===== src/rtl/latch_ser_pkg.sv =====
// Shared types and limits for the latch-bank word serializer.
package latch_ser_pkg;

   typedef enum logic [1:0] {
      IDLE  = 2'd0,
      SHIFT = 2'd1,
      DONE  = 2'd2
   } ser_state_t;

   localparam int LATCH_SER_MAX_WIDTH = 32;

endpackage


===== src/rtl/ser_bit_counter.sv =====
// Bit counter for the serializer: clear, count-enable and terminal-count flag.
module ser_bit_counter
   import latch_ser_pkg::*;
#(
   parameter int CNT_W    = 4,
   parameter int LAST_CNT = 7
) (
   input  logic             clk,
   input  logic             r,
   input  logic             clr,
   input  logic             en,
   output logic [CNT_W-1:0] cnt,
   output logic             last
);

   logic [CNT_W-1:0] cnt_q;
   logic [CNT_W-1:0] cnt_d;

   always_comb begin
      cnt_d = cnt_q;
      if (clr) begin
         cnt_d = '0;
      end else if (en) begin
         cnt_d = cnt_q + 1'b1;
      end
   end

   always_ff @(posedge clk) begin
      if (r) begin
         cnt_q <= '0;
      end else begin
         cnt_q <= cnt_d;
      end
   end

   assign cnt  = cnt_q;
   assign last = (cnt_q == CNT_W'(LAST_CNT));

endmodule


===== src/rtl/latch_word_serializer.sv =====
// Captures a latch-bank word on start and shifts it out LSB first over valid/ready.
// Define LATCH_SER_PARITY_EN to append an even-parity bit after the data bits.
module latch_word_serializer
   import latch_ser_pkg::*;
#(
   parameter int WIDTH = 8
) (
   input  logic             clk,
   input  logic             r,
   input  logic             start,
   input  logic [WIDTH-1:0] par_in,
   output logic             ser_out,
   output logic             ser_valid,
   input  logic             ser_ready,
   output logic             busy,
   output logic             done
);

`ifdef LATCH_SER_PARITY_EN
   localparam int NBITS = WIDTH + 1;
`else
   localparam int NBITS = WIDTH;
`endif
   localparam int CNT_W = $clog2(WIDTH + 2);

   if (WIDTH < 2 || WIDTH > LATCH_SER_MAX_WIDTH) begin : g_bad_width
      $error("latch_word_serializer: WIDTH out of range");
   end

   ser_state_t       state_q, state_d;
   logic [WIDTH-1:0] shreg_q, shreg_d;
   logic [CNT_W-1:0] cnt;
   logic             cnt_clr;
   logic             cnt_en;
   logic             last;
   logic             tx_bit;
   logic             par_bit;
   logic             accept_start;

   assign accept_start = (state_q == IDLE) && start;

   always_comb begin
      state_d = state_q;
      shreg_d = shreg_q;
      cnt_clr = 1'b0;
      cnt_en  = 1'b0;
      case (state_q)
         IDLE: begin
            if (start) begin
               state_d = SHIFT;
               shreg_d = par_in;
               cnt_clr = 1'b1;
            end
         end
         SHIFT: begin
            if (ser_ready) begin
               shreg_d = shreg_q >> 1;
               cnt_en  = 1'b1;
               if (last) begin
                  state_d = DONE;
               end
            end
         end
         DONE:    state_d = IDLE;
         default: state_d = IDLE;
      endcase
   end

   always_ff @(posedge clk) begin
      if (r) begin
         state_q <= IDLE;
         shreg_q <= '0;
      end else begin
         state_q <= state_d;
         shreg_q <= shreg_d;
      end
   end

`ifdef LATCH_SER_PARITY_EN
   // Parity is frozen at capture so later par_in changes cannot disturb it.
   logic par_q, par_d;

   always_comb begin
      par_d = par_q;
      if (accept_start) begin
         par_d = ^par_in;
      end
   end

   always_ff @(posedge clk) begin
      if (r) begin
         par_q <= 1'b0;
      end else begin
         par_q <= par_d;
      end
   end

   assign par_bit = par_q;
`else
   assign par_bit = 1'b0;
`endif

   ser_bit_counter #(
      .CNT_W   (CNT_W),
      .LAST_CNT(NBITS - 1)
   ) u_bit_counter (
      .clk (clk),
      .r   (r),
      .clr (cnt_clr),
      .en  (cnt_en),
      .cnt (cnt),
      .last(last)
   );

   // Data bits come from the shift register; once WIDTH bits are out, the parity bit follows.
   assign tx_bit    = (cnt < CNT_W'(WIDTH)) ? shreg_q[0] : par_bit;
   assign ser_valid = (state_q == SHIFT);
   assign ser_out   = ser_valid & tx_bit;
   assign busy      = (state_q != IDLE);
   assign done      = (state_q == DONE);

endmodule

===== config.mk =====
export PLATFORM = sky130hd
export DESIGN_NAME = latch_word_serializer
export DESIGN_NICKNAME = d
export VERILOG_FILES = /design/src/rtl/latch_ser_pkg.sv /design/src/rtl/ser_bit_counter.sv /design/src/rtl/latch_word_serializer.sv
export SDC_FILE = /design/constraint.sdc
export NUM_CORES = 1
export LEC_CHECK = 0
export CAP_MARGIN = 10
export CELL_PAD_IN_SITES_DETAIL_PLACEMENT = 1
export CELL_PAD_IN_SITES_GLOBAL_PLACEMENT = 2
export CORE_MARGIN = 2
export CORE_UTILIZATION = 29
export CTS_CLUSTER_DIAMETER = 100
export CTS_CLUSTER_SIZE = 24
export DETAILED_ROUTE_END_ITERATION = 16
export PLACE_DENSITY_LB_ADDON = 0.1
export SLEW_MARGIN = 20
export SYNTH_ARGS = -nofsm -noshare
export SYNTH_HDL_FRONTEND = slang
export SYNTH_SLANG_ARGS = --single-unit

===== constraint.sdc =====
create_clock -name clk -period 2.6 [get_ports clk]
set_clock_uncertainty 0.15 [all_clocks]
set_input_delay 0.39 -clock clk [delete_from_list [all_inputs] [get_ports clk]]
set_output_delay 0.39 -clock clk [all_outputs]
set_load 0.01 [all_outputs]

Yosys cells after proc, flatten, opt, wreduce, memory -nomap -nowiden
Cells that the tools add are included.
Word-level totals
  register bits after elaboration: 14
  input port bits: 12
  output and inout port bits: 4
  word-level logic and storage cells: 30
Cells by class
  add/sub/neg operators: 1
  order comparisons: 1
  equality and inequality tests: 6
  muxes and demuxes: 12
  bitwise operators: 1
  reductions and logical operators: 6
Operators by type and width (count)
  8-bit two-way mux: 2
  8-bit case mux with 2 select lines: 1
  2-bit two-way mux: 3
  3-bit AND reduction: 2
  1-bit two-way mux: 5
  4-bit by 1-bit adder with 4-bit output, second input constant: 1
  4-bit by 3-bit equality test with 1-bit output, second input constant: 1
  4-bit < comparator, second input constant: 1
  2-bit by 1-bit inequality test with 1-bit output, second input constant: 2
  2-bit case mux with 2 select lines: 1
  2-bit nonzero test: 2
  2-bit by 1-bit equality test with 1-bit output, second input constant: 1
  2-bit equality test, second input constant: 1
  2-bit zero test: 1
  2-bit inequality test, second input constant: 1
  2-bit OR reduction: 1
  1-bit bitwise AND: 1

Longest topological paths before layout
Gate-level depths: netlist of run 1.
  depth in word-level cells: 4
  depth in mapped cells: 4
  depth with buffers taken out: 4

Hierarchy
A second synthesis of run 1 with hierarchy kept.
Unflattened totals
  cell total of the unflattened synthesis: 71
  area, all modules: 680.7 µm²
By module, submodules not included
  latch_word_serializer: times used 1, cells an instance 52, area each 495.5 µm², seq. area each 200.2 µm²
  ser_bit_counter: times used 1, cells an instance 19, area each 185.2 µm², seq. area each 80.1 µm²

Worst setup path before layout of run 1
No wires, ideal clock.
  path type: register to output
  start: register state_q[0]
  end: output ser_out
  arrival: 1000 ps
  required time: 2060 ps
  slack: 1060 ps
  stages on the path, launching flop included: 3
  path buffers: 0
  path through: dfxtp_1 nor2b_1 and3b_1
Between the ends
  cells in the longest elaborated chain, start to end: 2
Ends and longest elaborated chain
  start, declared: line latch_word_serializer.sv:30  | ser_state_t state_q, state_d;
  start signal, assigned: line latch_word_serializer.sv:74  | state_q <= state_d;
  2-bit by 1-bit equality test with 1-bit output: line latch_word_serializer.sv:117  | assign ser_valid = (state_q == SHIFT);
  via ser_valid: line latch_word_serializer.sv:13  | output logic ser_valid,
  1-bit bitwise AND: line latch_word_serializer.sv:118  | assign ser_out = ser_valid & tx_bit;
  end, declared: line latch_word_serializer.sv:12  | output logic ser_out,
The timed path passes the listed nets, and every way through them passes these cells.

Worst setup path after layout of run 1
  start: register state_q[0]
  end: output ser_out
Between the ends
  cells in the longest elaborated chain, start to end: 2
Ends and longest elaborated chain (line)
  2-bit by 1-bit equality test with 1-bit output: latch_word_serializer.sv:117
  1-bit bitwise AND: latch_word_serializer.sv:118
No other way between the ends.

==> summary.md, run 1 <==
| Metric | Value |
|---|---|
| Top flip-flop cell by instance count after synthesis | dfxtp_1 |
| Die height | 50.0 microns |
| Number of hold buffers added after cts | 0 |
| Power density over the cells | 577 nW/um^2 |
| HP Class | flop to flop |
| Total via count after detailed routing | 561 |
| Number of stages on the worst hold path | 2 |
| Final Max Slew Viols | 0 |
| Cts bufs inserted | 3 |
| Number of I/O pins | 16 |
| Final min period | 2.33 ns |
| Max frequency | 429 MHz |
| Relative slew margins | 0.636 |
| Simple-gate share of the synthesized area | 0.336 |
| Number of levels the H-tree was split into | 1 |
| Category of the worst setup path launch point | flop |
| Sum of negative setup slack | 0 ns |
| Critical path data arrival time | 1.79 ns |
| Std-Cell Core Area | 1980 sq um |
| Synth warnings | 0 |
| Aggregate global routing overflow | 0 |
| WS Path Type | flop to primary output |
| Arithmetic-cell share of the synthesized area counting full adders, half adders and majority gates | 0.0204 |
| Clock Root Buffer | clkbuf_4 |
| Clock tree sinks | 14 |
| Dominant cell by count in the synthesized netlist | nor3_1 |
| Cell taking the most area after synthesis | dfxtp_1 |
| Clock insertion delay at the later pin of the skew report | 0.28 ns |
| Worst slack after detailed placement | 0.569 ns |
| Compound-Gate Fraction of Synth Area | 0.108 |
| Cell total after placement | 105 |
| Final wirelength | 1570 microns |
| Transition time at the pin with the least slew margin | 0.544 ns |
| Cell row count | 16 |
| Global-route wire length before repair | 2830 microns |
| Total DRC errors in the routed layout | 0 |
| Number of buffers inserted by post-CTS setup repair | 0 |
| Fraction of registers with async set/reset | 0 |
| Growth of design area from synthesis to finish | 33.6% |
| # diodes | 0 |
| Chip Width | 50.0 microns |
| RSZ-0062 raised after global routing | false |
| GP Congestion | 0.765 |
| Register-to-Register Path Depth | 3 |
| Mean instance size in the synthesized netlist | 9.31 sq um |
| Sequential share of the synthesized area | 0.456 |
| Area share of the leading cell type in the synthesized netlist | 0.456 |
| Antenna violation net count after detailed routing | 0 |
| Detailed Route Iter0 Violations | 2 |
| Final hold viol count | 0 |
| Number of cells in the finished layout apart from fillers | 109 |
| Vias in the first global route | 592 |
| Antenna violations before repair | 0 |
| Number of synthesized flops with an enable pin | 0 |
| CP Capture Type | primary output |
| Number of nets in the synthesized netlist | 79 |
| Synth unique cells | 24 |
| Maximum number of pins on one net before global-route repair | 15 |
| Dominant combinational cell family by area after synthesis | simple AND/OR/NAND/NOR gates |
| Maximum count of clock buffers along a single path | 2 |
| Post-detail-place hpwl | 1120 microns |
| Final setup fails | 0 |
| Starting utilization of the core area | 0.310 |
| Total die area | 2500 sq um |
| Avg WL per Cell | 14.4 microns |
| Clock-pin slew on the worst setup and hold paths | 0.09 ns |
| Worst setup margin | 0.267 ns |
| Leading cell types by total area after synthesis | dfxtp_1 46%, nor3_1 14%, o22ai_1 7.1% |
| Number of max-cap violations | 0 |
| CTS tree | done |
| Total of flip-flops plus latches after synthesis | 14 |
| Maximum net fanout on the critical path | 8 |
| Synthesized-area fraction occupied by xor and xnor cells | 0.0285 |
| Required @ worst endpoint | 2.06 ns |
| Post-Synthesis Cells | 66 |
| Number of resized instances in the post-cts repair step | 0 |
| Total number of nets in the final design | 96 |
| Post-DR vias/cell | 5.15 |
| Number of search-and-repair iterations in the first detailed-routing pass | 4 |
| Overall fraction of global-route tracks in use | 0.151 |
| IO buf count | 15 |
| Summed instance area of the synthesized netlist | 614 sq um |
| Final period utilization | 0.897 |
| Mux contribution to synthesized area | 0.0163 |
| Cell types with the highest counts after synthesis | 17 x nor3_1, 14 x dfxtp_1, 7 x o22ai_1 |
| Maximum vdd drop | 0.373 mV |
| Fraction of layout cells with a size suffix above 1 | 0.0976 |
| Outcome | finished, final reports clean |
| Leakage component of the power | 0.304 nW |
sequential cells by signal, indices dropped and copies added (netlist names):
register and cells:
shreg_q 8, u_bit_counter.cnt 4, state_q 2
report_power, final:
group          internal, mW  switching, mW
Combinational        0.0426         0.0353
Clock                0.0851         0.0719
Sequential            0.228        0.00983
worst max-delay path: stages (launching register included):
cell and delay [ns]:
dfxtp_1 0.50, nor2b_1 0.29, and3b_1 0.19, clkdlybuf4s50_1 0.53
worst paths after layout:
kind / from / slack [ns] / to
hold reg to reg: shreg_q[7] / 0.33 / shreg_q[7]
setup reg to reg: state_q[0] / 1.02 / shreg_q[6]
hold / removal: shreg_q[7] / 0.33 / shreg_q[7]
setup / recovery: state_q[0] / 0.27 / ser_out
metrics by stage:
stage | hold WS, ns | area (sq um) | power, mW | util
final | 0.333 | 821 | 0.473 | 0.414
after global routing | 0.369 | 821 | 0.503 | 0.414
after CTS | 0.336 | 821 | 0.482 | 0.414
after detailed placement | 0.321 | 785 | 0.323 | 0.396
after global placement | 0.314 | 785 | 0.320 | 0.396
after floorplan | 0.298 | 614 | 0.287 | -
cell families after synthesis:
family,Yosys count
XOR/XNOR,2
adder cells (fa/ha/maj),1
multiplexers,1
AND/OR/NAND/NOR,33
buffers and inverters,4
AO/OA/AOI/OAI,11
flip-flops,14
area by class of cell:
type                            instances  area [sq um]
Clock buffer                            4          36.3
Fill cell                             233          1160
Multi-Input combinational cell         48           313
Sequential cell                        14           280
Tap cell                               27          33.8
Timing Repair Buffer                   16           158
layout by cell type (no fill, tap or decap), drive strengths merged:
master         netlist  layout
nor2                 1       1
buf                  3       1
or2                  1       1
nor2b                2       2
nor3                17      17
or3                  1       1
clkbuf               1       4
nand3                2       2
clkdlybuf4s50        0      15
nand2                1       1
xor2                 1       1
a211oi               1       1
ha                   1       1
dfxtp               14      14
or3b                 1       1
mux2i                1       1
o21ai                1       1
a21oi                2       2
nand4b               2       2
xnor2                1       1
nor3b                2       2
nand3b               1       1
and3b                2       2
o22ai                7       7
per-layer routing:
layer  vias up  track usage  wire length (microns)
met5         -            0                      0
met4         0       0.0556                      0
met3         0       0.0455                     54
met2        10        0.241                    790
met1       271        0.189                    729
li1        280            -                      -
Power figures use the tool's default switching activity.
==> run 2, diff against run 1 <==
SKIP_CTS_REPAIR_TIMING = 1   (was unset)
==> results of run 2 <==
Final layout, timing and power as in run 1 (identical DEF).
==> run 3, diff against run 2 <==
CORE_ASPECT_RATIO = 0.7   (was unset)
==> summary.md, run 3 (synthesized netlist as in run 1, its figures left out) <==
| Metric | Value |
|---|---|
| WS Path Type | flop to primary output |
| Number of stages on the worst hold path | 2 (unchanged) |
| Critical path's slowest cell | clkdlybuf4s50_1 |
| # diodes | 0 (unchanged) |
| Sum of negative setup slack | 0 ns (unchanged) |
| Maximum number of pins on one net before global-route repair | 15 (unchanged) |
| Total power of the final layout | 474 uW (+0.18%) |
| Maximum net fanout on the critical path | 8 (unchanged) |
| Global-route wire length before repair | 2290 microns (-19%) |
| Post-detail-place hpwl | 989 microns (-11%) |
| Growth of design area from synthesis to finish | 32.6% |
| Register-to-register setup slack | 1.02 ns (about the same) |
| Maximum count of clock buffers along a single path | 2 (unchanged) |
| Critical path data arrival time | 1.79 ns (about the same) |
| Cell total after placement | 100 (-4.8%) |
| Register with the most flip-flops | shreg_q |
| Largest incremental delay on the critical path | 0.53 ns (about the same) |
| Number of levels the H-tree was split into | 1 (unchanged) |
| Number of search-and-repair iterations in the first detailed-routing pass | 2 (-2) |
| Family with the most delay on the worst path | buffers and inverters |
| Leakage component of the power | 0.304 nW (unchanged) |
| CTS tree | done |
| IO buf count | 15 (unchanged) |
| Most common cell after layout, fill and taps aside | nor3_1 |
| Number of I/O pins | 16 (unchanged) |
| Clock Root Buffer | clkbuf_4 |
| RSZ-0062 raised after global routing | false |
| Final Max Slew Viols | 0 (unchanged) |
| Final min period | 2.33 ns (-0.00508 ns) |
| Cts bufs inserted | 3 (unchanged) |
| CP Capture Type | primary output |
| Min Hold Slack | 0.324 ns (-0.00869 ns) |
| Number of cells in the finished layout apart from fillers | 104 (-4.6%) |
| Category of the worst setup path launch point | flop |
| Cells along the critical path | nor2b_1, and3b_1, clkdlybuf4s50_1 |
| Clock insertion delay at the later pin of the skew report | 0.28 ns (about the same) |
| Antenna violation net count after detailed routing | 0 (unchanged) |
| Antenna violations before repair | 0 (unchanged) |
| Overall fraction of global-route tracks in use | 0.125 (-0.0264) |
| Power density over the cells | 582 nW/um^2 (+0.95%) |
| CP startpoint | state_q[0] |
| Relative slew margins | 0.635 (-0.00137) |
| Cell row count | 13 (-3) |
| Detailed Route Iter0 Violations | 5 (+3) |
| HP Class | flop to flop |
| Vias in the first global route | 490 (-17%) |
| Starting utilization of the core area | 0.320 (+0.0101) |
| Std-Cell Core Area | 1920 sq um (-3.2%) |
| GP Congestion | 0.651 (-15%) |
| Post-route standard cell area excluding fillers | 815 sq um (-0.76%) |
| Final wirelength | 1480 microns (-6.2%) |
| Final period utilization | 0.895 (-0.00196) |
| Total DRC errors in the routed layout | 0 (unchanged) |
| Number of gates on the worst path with buffers counted | 3 (unchanged) |
| Post-DR vias/cell | 5.16 (+0.32%) |
| Final hold viol count | 0 (unchanged) |
| Fraction of layout cells with a size suffix above 1 | 0.0976 (unchanged) |
| Required @ worst endpoint | 2.06 ns (about the same) |
| Destination of the worst register-to-register timing path | shreg_q[0] |
| Filler Cells Inserted | 228 (-2.1%) |
| Transition time at the pin with the least slew margin | 0.546 ns (+0.00205 ns) |
| Cell area after placement | 778 sq um (-0.80%) |
| Register-to-Register Path Depth | 3 (unchanged) |
| Max frequency | 430 MHz (+0.22%) |
| Total via count after detailed routing | 537 (-4.3%) |
| Hold-critical path endpoint | shreg_q[7] |
| Critical register-to-register path startpoint | state_q[0] |
| Clock tree sinks | 14 (unchanged) |
| Final setup fails | 0 (unchanged) |
| Die height | 42.5 microns (-15%) |
| Most used cells in the layout excluding fill and tap cells | 17 x nor3_1, 15 x clkdlybuf4s50_1, 14 x dfxtp_1, 7 x o22ai_1, 3 x clkbuf_4 |
| Number of max-cap violations | 0 (unchanged) |
| Outcome | finished, final reports clean |
| Clock-pin slew on the worst setup and hold paths | 0.08 ns (about the same) |
| Avg WL per Cell | 14.2 microns (-1.7%) |
| Critical path buffer and inverter count | 1 (unchanged) |
| Total die area | 2510 sq um (+0.24%) |
| Total number of nets in the final design | 96 (unchanged) |
| Worst Min Path Start | shreg_q[7] |
| Maximum vdd drop | 0.184 mV (-51%) |
| Chip Width | 59.0 microns (+18%) |
| Aggregate global routing overflow | 0 (unchanged) |
| Max FFs per register | 8 (unchanged) |
run 3: cell counts in the layout (fill, tap and decap cells not counted):
Identical to the previous run, type by type.
run 3: area by class of cell:
cell class	count	area (sq um)	area share
Multi-Input combinational cell	48	313	0.384
Sequential cell	14	280	0.344
Timing Repair Buffer	16	158	0.194
Clock buffer	4	36.3	0.0445
Tap cell	22	27.5	0.0338
run 3: metal layers:
layer | up-vias | GRT usage | routed length (microns)
met3 | 2 | 0.0556 | 99
met2 | 14 | 0.167 | 559
met4 | 0 | 0.0409 | 16
li1 | 281 | - | -
met5 | - | 0 | 0
met1 | 240 | 0.175 | 802
run 3: worst max-delay path by stage:
stage                    to  slack, ns
floorplan           ser_out       1.06
global placement    ser_out       0.60
detailed placement  ser_out       0.55
CTS                 ser_out       0.25
global route        ser_out       0.13
finish              ser_out       0.27
run 3: tightest hold or removal path, stage by stage, from the launching register on:
cell and delay [ns]:
dfxtp_1 0.32, nand3_1 0.06, a21oi_1 0.06
run 3: through the flow:
step / setup slack, ns / utilization
global placement: 0.599 / 0.405
detailed placement: 0.552 / 0.405
floorplan: 1.06 / -
finish: 0.272 / 0.424
global route: 0.134 / 0.424
CTS: 0.249 / 0.424
run 3: power breakdown:
group / switching (mW) / internal, mW / total [mW]
combinational: 0.0352 / 0.0426 / 0.0778
sequential: 0.0103 / 0.228 / 0.239
clock: 0.0723 / 0.0852 / 0.158
